<file path="config.mk">
export PLATFORM = sky130hd
export DESIGN_NAME = alu_issue_ctrl
export DESIGN_NICKNAME = d
export VERILOG_FILES = /design/src/rtl/alu_issue_ctrl.sv
export SDC_FILE = /design/constraint.sdc
export NUM_CORES = 1
export LEC_CHECK = 0
export CORE_UTILIZATION = 57
export DETAILED_ROUTE_END_ITERATION = 8
export DONT_BUFFER_PORTS = 1
export HOLD_SLACK_MARGIN = 0.03
export PLACE_DENSITY = 0.75
export SLEW_MARGIN = 40
export SYNTH_ARGS = -nofsm -noshare
export SYNTH_HDL_FRONTEND = slang
export SYNTH_SLANG_ARGS = --single-unit
</file>
<file path="constraint.sdc">
create_clock -name clk -period 2 [get_ports clk]
set_clock_uncertainty 0.15 [all_clocks]
set_input_delay 0.4 -clock clk [delete_from_list [all_inputs] [get_ports clk]]
set_output_delay 0.4 -clock clk [all_outputs]
set_load 0.01 [all_outputs]
</file>
<file path="src/rtl/alu_issue_ctrl.sv">
// rtl/alu_issue_ctrl.sv - registered, flow-controlled issue front end for the four-operation ALU
//
// Purpose: accepts tagged ALU requests on a valid/ready handshake, drives and
// holds the ALU operand/opcode inputs for the operation's settle time, samples
// the ALU result and queues {result, tag} in a show-ahead response FIFO.
//
// Ports:
//   clk, rst_n                      clock, asynchronous active-low reset
//   req_valid/req_ready             request handshake
//   req_opcode/req_a/req_b/req_tag  request fields (00 add, 01 sub, 10 mult, 11 nand)
//   alu_opcode/alu_op1/alu_op2      registered drive to the combinational ALU
//   alu_result                      ALU output, sampled on the last hold cycle
//   rsp_valid/rsp_ready             response handshake
//   rsp_data/rsp_tag/rsp_zero       FIFO head result, tag and zero flag
//   busy                            an operation is in flight
module alu_issue_ctrl #(
    parameter int WIDTH   = 32,
    parameter int OP      = 2,
    parameter int TAG_W   = 4,
    parameter int MUL_LAT = 2,
    parameter int DEPTH   = 4
) (
    input  logic             clk,
    input  logic             rst_n,
    input  logic             req_valid,
    output logic             req_ready,
    input  logic [OP-1:0]    req_opcode,
    input  logic [WIDTH-1:0] req_a,
    input  logic [WIDTH-1:0] req_b,
    input  logic [TAG_W-1:0] req_tag,
    output logic [OP-1:0]    alu_opcode,
    output logic [WIDTH-1:0] alu_op1,
    output logic [WIDTH-1:0] alu_op2,
    input  logic [WIDTH-1:0] alu_result,
    output logic             rsp_valid,
    input  logic             rsp_ready,
    output logic [WIDTH-1:0] rsp_data,
    output logic [TAG_W-1:0] rsp_tag,
    output logic             rsp_zero,
    output logic             busy
);

    localparam int HOLD_W = $clog2(MUL_LAT + 1);
    localparam int PTR_W  = $clog2(DEPTH);
    localparam int CNT_W  = $clog2(DEPTH + 1);
    localparam logic [OP-1:0] OPC_MUL = OP'(2);

    typedef enum logic {IDLE, EXEC} state_t;

    state_t              state_q;
    logic [HOLD_W-1:0]   hold_q;
    logic [TAG_W-1:0]    tag_q;
    logic [OP-1:0]       alu_opcode_q;
    logic [WIDTH-1:0]    alu_op1_q;
    logic [WIDTH-1:0]    alu_op2_q;
    logic                busy_q;

    logic [WIDTH-1:0]    fifo_data_q [DEPTH];
    logic [TAG_W-1:0]    fifo_tag_q  [DEPTH];
    logic [PTR_W-1:0]    wr_ptr_q, wr_ptr_d;
    logic [PTR_W-1:0]    rd_ptr_q, rd_ptr_d;
    logic [CNT_W-1:0]    count_q, count_d;

    logic                accept;
    logic                push;
    logic                pop;

    // Room is judged on the registered count only, so a pop in the same cycle
    // does not open the door until the next cycle.
    assign req_ready = (state_q == IDLE) && (count_q < CNT_W'(DEPTH));
    assign accept    = req_valid && req_ready;
    // The ALU result is captured on the final hold cycle.
    assign push      = (state_q == EXEC) && (hold_q == HOLD_W'(1));
    assign rsp_valid = (count_q != '0);
    assign pop       = rsp_valid && rsp_ready;

    assign alu_opcode = alu_opcode_q;
    assign alu_op1    = alu_op1_q;
    assign alu_op2    = alu_op2_q;
    assign busy       = busy_q;

    always_ff @(posedge clk or negedge rst_n) begin
        if (!rst_n) begin
            state_q      <= IDLE;
            hold_q       <= '0;
            tag_q        <= '0;
            alu_opcode_q <= '0;
            alu_op1_q    <= '0;
            alu_op2_q    <= '0;
            busy_q       <= 1'b0;
        end else begin
            case (state_q)
                IDLE: begin
                    if (accept) begin
                        alu_opcode_q <= req_opcode;
                        alu_op1_q    <= req_a;
                        alu_op2_q    <= req_b;
                        tag_q        <= req_tag;
                        hold_q       <= (req_opcode == OPC_MUL) ? HOLD_W'(MUL_LAT) : HOLD_W'(1);
                        busy_q       <= 1'b1;
                        state_q      <= EXEC;
                    end
                end
                EXEC: begin
                    hold_q <= hold_q - HOLD_W'(1);
                    if (push) begin
                        busy_q  <= 1'b0;
                        state_q <= IDLE;
                    end
                end
                default: state_q <= IDLE;
            endcase
        end
    end

    always_comb begin
        wr_ptr_d = wr_ptr_q;
        rd_ptr_d = rd_ptr_q;
        count_d  = count_q;
        if (push) begin
            wr_ptr_d = wr_ptr_q + PTR_W'(1);
        end
        if (pop) begin
            rd_ptr_d = rd_ptr_q + PTR_W'(1);
        end
        if (push && !pop) begin
            count_d = count_q + CNT_W'(1);
        end else if (pop && !push) begin
            count_d = count_q - CNT_W'(1);
        end
    end

    // Storage is cleared on reset so the head reads zero before any push.
    always_ff @(posedge clk or negedge rst_n) begin
        if (!rst_n) begin
            wr_ptr_q <= '0;
            rd_ptr_q <= '0;
            count_q  <= '0;
            for (int i = 0; i < DEPTH; i++) begin
                fifo_data_q[i] <= '0;
                fifo_tag_q[i]  <= '0;
            end
        end else begin
            wr_ptr_q <= wr_ptr_d;
            rd_ptr_q <= rd_ptr_d;
            count_q  <= count_d;
            if (push) begin
                fifo_data_q[wr_ptr_q] <= alu_result;
                fifo_tag_q[wr_ptr_q]  <= tag_q;
            end
        end
    end

    assign rsp_data = fifo_data_q[rd_ptr_q];
    assign rsp_tag  = fifo_tag_q[rd_ptr_q];
    assign rsp_zero = (rsp_data == '0);

endmodule

</file>
==> results of run 1 <==
-- repair_timing --
item                                    CTS  global route
buffers inserted                          3             8
gates cloned                              0             3
pin swaps                                 4             5
endpoints found under the setup margin   39            41
endpoints found under the hold margin   428           225
resized for setup                        41            17
-- sequential cells by signal, summed over array words and instances (netlist names) --
| name | flops |
|---|---|
| alu_opcode | 2 |
| tag_q | 4 |
| alu_op1 | 32 |
| fifo_data_q | 128 |
| rd_ptr_q | 2 |
| state_q | 1 |
| hold_q | 2 |
| wr_ptr_q | 2 |
| fifo_tag_q | 16 |
| busy | 1 |
| alu_op2 | 32 |
| count_q | 3 |
-- power by group through the flow --
| stage | logic, mW | clock network (mW) | registers [mW] |
|---|---|---|---|
| after floorplan | 4.76 | 0 | 8.15 |
| after global placement | 6.73 | 0 | 8.52 |
| after detailed placement | 7.04 | 0 | 8.64 |
| after CTS | 7.94 | 4.47 | 8.63 |
| after global routing | 9.18 | 4.70 | 8.94 |
| final | 8.59 | 4.42 | 8.66 |
-- worst max path at each step --
stage | to | depth (start not counted) | slack [ns] | start
CTS | rsp_zero | 5 | -1.01 | rd_ptr_q[0]
global route | rsp_zero | 7 | -1.11 | rd_ptr_q[0]
detailed placement | rsp_zero | 5 | -0.70 | rd_ptr_q[0]
floorplan | rsp_zero | 6 | -0.25 | rd_ptr_q[0]
global placement | rsp_zero | 6 | -0.62 | rd_ptr_q[0]
finish | rsp_zero | 6 | -1.03 | rd_ptr_q[0]
-- logic make-up after synthesis --
logic type | count (synthesis)
AO/OA/AOI/OAI | 7
XOR/XNOR | 6
buffers and inverters | 35
multiplexers | 251
flip-flops | 225
adder cells (fa/ha/maj) | 7
AND/OR/NAND/NOR | 25
-- routing by layer --
layer	vias up	GRT usage
li1	2388	-
met1	2858	0.302
met2	174	0.443
met3	32	0.0578
met4	0	0.0642
met5	-	0
-- area by class of cell --
type | count | area, µm²
diodes | 2 | 5.00
inverters | 7 | 26.3
fillers | 910 | 3620
clock buffers | 33 | 673
well taps | 216 | 270
clock inverters | 8 | 118
flip-flops and latches | 225 | 5630
repair buffers | 177 | 1960
multi-input cells | 296 | 3700
-- cell usage after synthesis, drive strengths merged --
cell type  count
mux4          36
inv            7
mux2         215
fa             1
nand3          1
nand2b         1
nor3b          1
o21ai          4
a21o           2
nand4          2
or3            1
clkbuf         3
buf           25
nor4           8
dfrtp        225
nor2           3
nand2          8
ha             6
xnor2          4
xor2           2
o311a          1
==> results.yml, run 1 <==
synthesis:
  synth_top_family_by_area: "multiplexers"
  syn_inst: 556
  synth-compound-area-share: 0.00477
  syn_area_um2: 9440
  ys_seq_area_frac: 0.596
  synth-seq-cells: 225
  synth_top_cells_by_area: "dfrtp_1 60%, mux2_1 26%, mux4_2 4.8%"
  ys.warnings.count: 0
  yosysUniqueCellTypes: 29
  synth-xor-area-share: 0.00557
  synth_area_leader_cell: "dfrtp_1"
  yosys.area_share.simple: 0.0143
  synth_top_area_frac: 0.596
  synth.area.mux_share: 0.349
  syn_area_per_cell_um2: 17.0
  synthAdderAreaFrac: 0.0101
  syn-num-nets: 669
cts:
  cts.sinks: 225
  cts_tree: "built"
  path_clk_slew_ns: 0.06
  htree_levels: 1
  ctsHoldBuffers: 103
  clockBufferDepth: 3
  cts_root_buf: "clkbuf_16"
  clk_latency_ns: 0.50
  numCtsBuffers: 23
floorplanning:
  die_h_um: 131
  initial_core_util: 0.590
  coreArea_um2: 16000
  ios: 212
  fp-row-count: 46
  design.die.area_um2: 17100
  die_w_um: 131
grt:
  overflow: 0
  grt_max_degree: 226
  grt_pass1_wl_mm: 32.0
  grt_pass1_vias: 6035
  grt.total_usage: 0.247
  grt_antenna_before_repair: 2
worst_setup_path:
  worstReg2RegStart: "count_q[2]"
  cp_top_family: "simple AND/OR/NAND/NOR gates"
  crit_path_end_kind: "output pin"
  path_buf_inv: 2
  critical_path_arrival_ns: 2.48
  ff2ff_path_depth: 8
  critical_path_required_ns: 1.45
  slowest_delay_ns: 0.54
  critPathKind: "reg -> out"
  worst_path_max_delay_cell: "mux4_2"
  path_max_fanout: 5
  r2r_slack_ns: -0.03
  start_kind: "flop"
  timing.rr.end: "count_q[2]"
  crit_chain: "buf_12 > clkbuf_16 > mux4_2 > nor4_2 > nand4_1 > nor2_2"
detailed_routing:
  highest_layer: "met4"
  dr_total_vias: 5452
  avgRoutedWirePerCell_um: 21.7
  wl_met2_mm: 11.1
  met3_length_mm: 1.34
  routed_via_density: 5.66
  drc: 0
  wl_met1_mm: 8.08
  antenna_left: 0
  first_pass_iters: 4
  routed_wl_mm: 21.0
  drt_iter0_drc: 288
place:
  globalplace.congestion: 0.747
  dp_cells: 804
  dpl.hpwl_mm: 12.3
  placed_area_um2: 10200
  io_buffers: 0
  place_ws_ns: -0.697
power_and_ir_drop:
  leakagePower_nw: 5.28
  combPwrFrac: 0.396
  pwr-share-clk: 0.204
  swShare: 0.326
  ir_worst_vdd_v: 0.000853
  p_per_area_nw_per_um2: 1750
  power_frac_seq: 0.400
  power_mw: 21.7
  p_sw_mw: 7.07
  internal_power_mw: 14.6
sta:
  drv_slew: 0
  setup_ws_ns: -1.03
  rsz0062_at_grt: "true"
  fin_crit_sh: 1.51
  fmax_mhz: 330
  timing_worst_slew_pin_value_ns: 0.488
  relSlewSlack: 0.675
  worst_hold_slack_ns: -0.559
  final_hold_viol_count: 225
  period_needed_ns: 3.03
  setup_viol: 40
  fin_setup_tns_ns: -16.90
finish:
  final_area_um2: 12400
  utilization: 0.774
  stdcell_count: 964
  area_growth_pct: 31.1
  nets: 843
  layout_commonest_cell: "dfrtp_1"
  drive_gt1_frac: 0.228
  mostFrequentLayoutCells: "223 x dfrtp_1, 214 x mux2_1, 103 x dlygate4sd3_1"
min_path:
  hold_class: "in -> async"
status:
  violations: "negative hold slack, negative setup slack"
  status: "complete, but fails checks"
flow_run:
  drv_cap: 0
Note: power is estimated with default switching activity, not from simulation.
==> inputs of run 2 (changes only) <==
- CAP_MARGIN: default -> 5
==> results of run 2 <==
Same layout as run 1: the final DEF is identical, and so are final timing and power.
==> RTL edit 1 (settings of run 2) <==
`MUL_LAT`: 2 -> 1.
--- a/src/rtl/alu_issue_ctrl.sv
+++ b/src/rtl/alu_issue_ctrl.sv
@@ -17,7 +17,7 @@
     parameter int WIDTH   = 32,
     parameter int OP      = 2,
     parameter int TAG_W   = 4,
-    parameter int MUL_LAT = 2,
+    parameter int MUL_LAT = 1,
     parameter int DEPTH   = 4
 ) (
     input  logic             clk,
Function: changed (Yosys sat finds a counterexample within 4 cycles, from zero or initial values and one cycle with rst_n low).
==> RTL edit 1 against run 2 <==
Sequential cell count fell by 1; count of clock-buffer cells in the layout fell by 3; die area fell by 0.59%; highest routed layer unchanged; worst setup slack improved by 0.013 ns; utilization fell by 0.99 points; global-route usage rose by 2.8 points; design area fell by 1.3%; routed wire length rose by 6.8%; the flow still finishes with violations (hold timing, setup timing); via count rose by 13%; total power rose by 0.62%; cell count rose by 14%; clock power fell by 2%; area after synthesis fell by 0.60%.
==> RTL edit 1: results (changes against run 2) <==
- WL met1: 8770 microns (+8.6%)
- Vias in the first global route: 6938 (+15%)
- Met2 wire length: 11400 microns (+2.0%)
- WP data arrival: 2.47 ns
- Final setup TNS: -17.67 ns (-0.767 ns)
- Post-Synth XOR/XNOR Area: 0.560% (+0.0033 points)
- Final Hold Viols: 224 (-0.44%)
- Initial antenna violation count: 0 (-2)
- Synth Area in Compound Gates: 0.213% (-0.26 points)
- Relative slew margins: 71.5% (+4.0 points)
- Outcome: finished, violations left
- Worst setup margin: -1.02 ns (+0.0126 ns)
- Diode count: 0 (-2)
- All-Layer GR Usage: 27.5% (+2.8 points)
- Grt met3 use: 6.56% (+0.78 points)
- Via density: 5.61 (-0.72%)
- Final #Nets: 977 (+16%)
- 1st-iter DRT viols: 347 (+20%)
- Metal3 WL: 1680 microns (+26%)
- Clock root buffer master: clkbuf_16
- Met1 global-route usage: 33.9% (+3.7 points)
- Post-synth top cells: dfrtp_1 (224), nand2_1 (217), mux2_1 (144), mux4_2 (28), buf_2 (15)
- Cts bufs inserted: 23 (unchanged)
- Hpwl dp: 12500 microns (+1.0%)
- Average wire per standard cell: 20.4 microns (-6.0%)
- Yosys Warn Count: 0 (unchanged)
- Adder-cell share of the synthesized area: 0.880% (-0.13 points)
- Failing checks: hold timing, setup timing
- WHS: -0.560 ns (-0.00127 ns)
- Pin count of the biggest net entering global routing: 225 (-0.44%)
- Final setup fails: 39 (-2.5%)
- Post-synthesis mux area share: 26.4% (-8.5 points)
- Static Leak: 0.00555 uW (+5.1%)
- Maximum VDD drop: 931 uV (+9.2%)
- Post-synthesis sequential area ratio: 59.7% (+0.091 points)
- Flop2flop setup slack: -0.09 ns (-0.06 ns)
- Area contributors post-synth: dfrtp_1 (60%), mux2_1 (17%), nand2_1 (8.7%)
- Syn_nets: 809 (+21%)
- Cell area power density: 1780 nW/um^2 (+1.9%)
- Synth cell types: 25 (-14%)
- Fraction of layout cells with a size suffix above 1: 19.1% (-3.7 points)
- First-pass GRT wire length: 35700 microns (+12%)
- DRT Pass-1 Iters: 5 (+1)
==> RTL edit 1: changes by cell type after synthesis, sizes merged, moves of 2 or more <==
cell	delta
nand2	+209
mux2	-70
clkbuf	+11
buf	-3
a21o	-2
and2	+2
inv	-2
==> RTL edit 1: cell type report <==
| cell class | count | area, sq um |
|---|---|---|
| Sequential cell | 224 | 5610 |
| Clock buffer | 30 | 622 |
| Timing Repair Buffer | 179 | 1950 |
| Tap cell | 216 | 270 |
| Clock inverter | 9 | 133 |
| Multi-Input combinational cell | 432 | 3620 |
| Fill cell | 905 | 3780 |
| Inverter | 5 | 18.8 |
==> RTL edit 1: logic make-up after synthesis <==
logic type               count (synthesis)
flip-flops                             224
XOR/XNOR                                 6
AO/OA/AOI/OAI                            4
adder cells (fa/ha/maj)                  6
AND/OR/NAND/NOR                        235
buffers and inverters                   41
multiplexers                           181
==> RTL edit 1: repair_timing <==
item                       4_1_cts  5_1_grt
cloned                           2        0
hold endpoints to repair       423      224
pin swaps                        8        6
setup endpoints to repair       40       40
gates resized for setup         50       11
setup buffers                   14        4
==> RTL edit 1: per-stage QoR <==
step | cells | instance area, sq um | util [%] | setup WS, ns
floorplan | 697 | 9420 | - | -0.258
global placement | 934 | 10100 | 62.8 | -0.604
detailed placement | 934 | 10100 | 62.8 | -0.647
CTS | 1092 | 12100 | 75.9 | -1.04
global route | 1095 | 12200 | 76.4 | -1.13
finish | 1095 | 12200 | 76.4 | -1.02
==> RTL edit 1: worst reg2reg max path: stages (launching register included) <==
cell and delay [ns]:
dfrtp_1 0.39, or3_4 0.42, nand2_4 0.08, ha_4 0.13, inv_2 0.04, fa_2 0.33, xor2_1 0.15, nor2_1 0.15
xor2_1 0.18
==> RTL edit 2 (flow settings as in run 2) <==
Without the edit above. Reset style: synchronous (`rst_n`), changed in 2 clocked blocks. Comments in the files are not updated.
--- a/src/rtl/alu_issue_ctrl.sv
+++ b/src/rtl/alu_issue_ctrl.sv
@@ -79,7 +79,7 @@
     assign alu_op2    = alu_op2_q;
     assign busy       = busy_q;
 
-    always_ff @(posedge clk or negedge rst_n) begin
+    always_ff @(posedge clk) begin
         if (!rst_n) begin
             state_q      <= IDLE;
             hold_q       <= '0;
@@ -131,7 +131,7 @@
     end
 
     // Storage is cleared on reset so the head reads zero before any push.
-    always_ff @(posedge clk or negedge rst_n) begin
+    always_ff @(posedge clk) begin
         if (!rst_n) begin
             wr_ptr_q <= '0;
             rd_ptr_q <= '0;
Formal check against the unedited RTL: differs if rst_n is asserted again (counterexample within 4 cycles, from zero or initial values and one cycle with rst_n low); with rst_n held inactive, the same outputs for 4 cycles.
==> RTL edit 2 against run 2 <==
The run ends with setup timing left; worst setup slack better by 0.044 ns; register-to-register slack worse by 0.04 ns; synthesized cell count up 38%; highest routed layer unchanged; design area down 1.1%; sequential cell count up 2; cell count up 21%; routed wire length up 10%; first-iteration DRC count up 47%; area after synthesis down 1.9%.
Power is not compared: it rests on default switching activity, and its combinational part moved more than twofold at a synthesized area within 25%.
==> RTL edit 2: results (changes against run 2) <==
- Worst hold path type: primary input to flop
- First-pass GRT wire length: 35000 microns (+9.3%)
- Max_cap viols: 0 (unchanged)
- Met1 global-route usage: 30.7% (+0.55 points)
- Hpwl dp: 13300 microns (+7.5%)
- Final setup fails: 38 (-5.0%)
- Synth cell types: 32 (+10%)
- Post-synth top cells: nand2_1 (181), edfxtp_1 (144), dfxtp_1 (83), nor2_1 (75), a21boi_1 (72)
- Hold path depth: 4
- GR Layer Usage met2: 50.9% (+6.7 points)
- Relative slew margins: 60.9% (-6.6 points)
- Biggest register: fifo_data_q
- Crit path max fanout: 6 (+1)
- Switching part of the total power: 26.3%
- Fraction of layout cells with a size suffix above 1: 19.6% (-3.2 points)
- Placer Congestion: 0.786 (+5.2%)
- Cts bufs inserted: 24 (+4.3%)
- Slowest Stage Delay on Critical Path: 0.54 ns (about the same)
- Area contributors post-synth: edfxtp_1 (47%), dfxtp_1 (18%), mux4_2 (8.3%)
- Yosys Warn Count: 0 (unchanged)
- CTS H-tree depth: 1 (unchanged)
- 1st-iter DRT viols: 423 (+47%)
- Worst R2R Path Depth: 8 (unchanged)
- Worst setup margin: -0.984 ns (+0.0442 ns)
- Clk slew on worst S/H paths: 0.06 ns (about the same)
- Grt met3 use: 7.51% (+1.7 points)
- Final Routed Wirelength: 23200 microns (+10%)
- Post-synth EDFFs: 144 (+144)
- Hold EP: hold_q[1]$_SDFFE_PN0P_
- WHS: 0.113 ns (+0.672 ns)
- WP data arrival: 2.43 ns (-0.05 ns)
- Reg2reg start: count_q[0]$_SDFFE_PN0P_
- Final #Nets: 1037 (+23%)
- Port bufs: 0 (unchanged)
- Vias in the first global route: 6756 (+12%)
- Static Leak: 0.00478 uW
- Async SR Flop Fraction: 0% (-100 points)
- Clock root buffer master: clkbuf_16
- DRT Pass-1 Iters: 5 (+1)
- Maximum VDD drop: 762 uV
- All-Layer GR Usage: 27.6% (+2.9 points)
- Worst hold path startpoint: req_opcode[1]
- Syn_nets: 874 (+31%)
- Post-synthesis sequential area ratio: 64.6% (+5.0 points)
- Initial antenna violation count: 1 (-1)
- R2R Path End: count_q[2]$_SDFFE_PN0P_
- CP max stage cell: mux4_2
- Outcome: finished, violations left
- Clk buf depth: 3 (unchanged)
- Worst skew pair latency: 0.50 ns (about the same)
- Pin count of the biggest net entering global routing: 83 (-63%)
- Via count: 6450 (+18%)
- Flop2flop setup slack: -0.07 ns (-0.04 ns)
- Failing checks: setup timing
- Top-area cell type share of the netlist area: 46.7% (-13 points)
- Antenna Nets Post-Route: 0 (unchanged)
- Delay-heaviest family, CP: simple AND/OR/NAND/NOR gates
[RTL edit 2: changes by cell type in the layout (fill, tap and decap cells not counted), moves of 80 or more]
cell      before  now
dfxtp_1        0   80
edfxtp_1       0  144
dfrtp_1      223    0
mux2_1       214    0
nand2_1        3  180
[RTL edit 2: tightest hold or removal path, stage by stage]
cell and delay [ns]:
nand2b_1 0.07, nor2_1 0.06, a21oi_1 0.12, a21oi_1 0.07
[RTL edit 2: worst max-delay path by stage]
stage	startpoint	end	slack (ns)
finish	flop	rsp_zero	-0.98
global route	flop	rsp_zero	-1.07
CTS	flop	rsp_zero	-0.94
detailed placement	flop	rsp_zero	-0.60
global placement	flop	rsp_zero	-0.58
floorplan	flop	rsp_zero	-0.25
[RTL edit 2: layout make-up]
type / count / area (sq um)
flip-flops and latches: 227 / 5990
multi-input cells: 450 / 3050
clock inverters: 6 / 30.0
diodes: 1 / 2.50
well taps: 216 / 270
repair buffers: 184 / 1940
fillers: 922 / 3640
clock buffers: 38 / 801
inverters: 41 / 154
[RTL edit 2: power by group through the flow]
| stage | logic [uW] | registers (uW) | clock network (uW) |
|---|---|---|---|
| 4_1_cts | 2420 | 5750 | 4540 |
| 3_3_place_gp | 2000 | 5820 | 0 |
| 5_1_grt | 2780 | 5800 | 4740 |
| 3_5_place_dp | 2080 | 5840 | 0 |
| 6_report | 2590 | 5750 | 4510 |
| 2_1_floorplan | 1380 | 5760 | 0 |
[RTL edit 2: logic make-up after synthesis]
kind of cell	synth area share [%]
compound gates	6.47
xor+xnor	0.473
fa+ha+maj	0.486
buf+inv	4.00
flops	64.6
mux	8.95
simple gates	15.0
[RTL edit 2: stage by stage]
step	cells	setup WS [ns]	power (uW)	setup TNS (ns)	instance area (sq um)
after floorplan	765	-0.254	7130	-0.330	9360
final	1163	-0.984	12900	-13.85	12200
after global placement	1004	-0.583	7820	-0.609	10100
after global routing	1163	-1.07	13300	-15.78	12200
after detailed placement	1004	-0.603	7920	-0.671	10100
after CTS	1155	-0.942	12700	-13.97	12100
[RTL edit 2: timing repair]
| action | 4_1_cts | 5_1_grt |
|---|---|---|
| buffers inserted | 5 | 6 |
| endpoints found under the setup margin | 38 | 55 |
| endpoints found under the hold margin | 183 | 0 |
| gates resized for setup | 22 | 24 |
| hold buffers | 103 | 0 |
| cloned | 0 | 1 |
| pin swaps | 4 | 1 |
[RTL edit 2: routing by layer]
metal,wire length (microns),part of all wire [%]
met3,1880,8.1
met4,520,2.2
met5,0,0
met1,8450,37
met2,12300,53
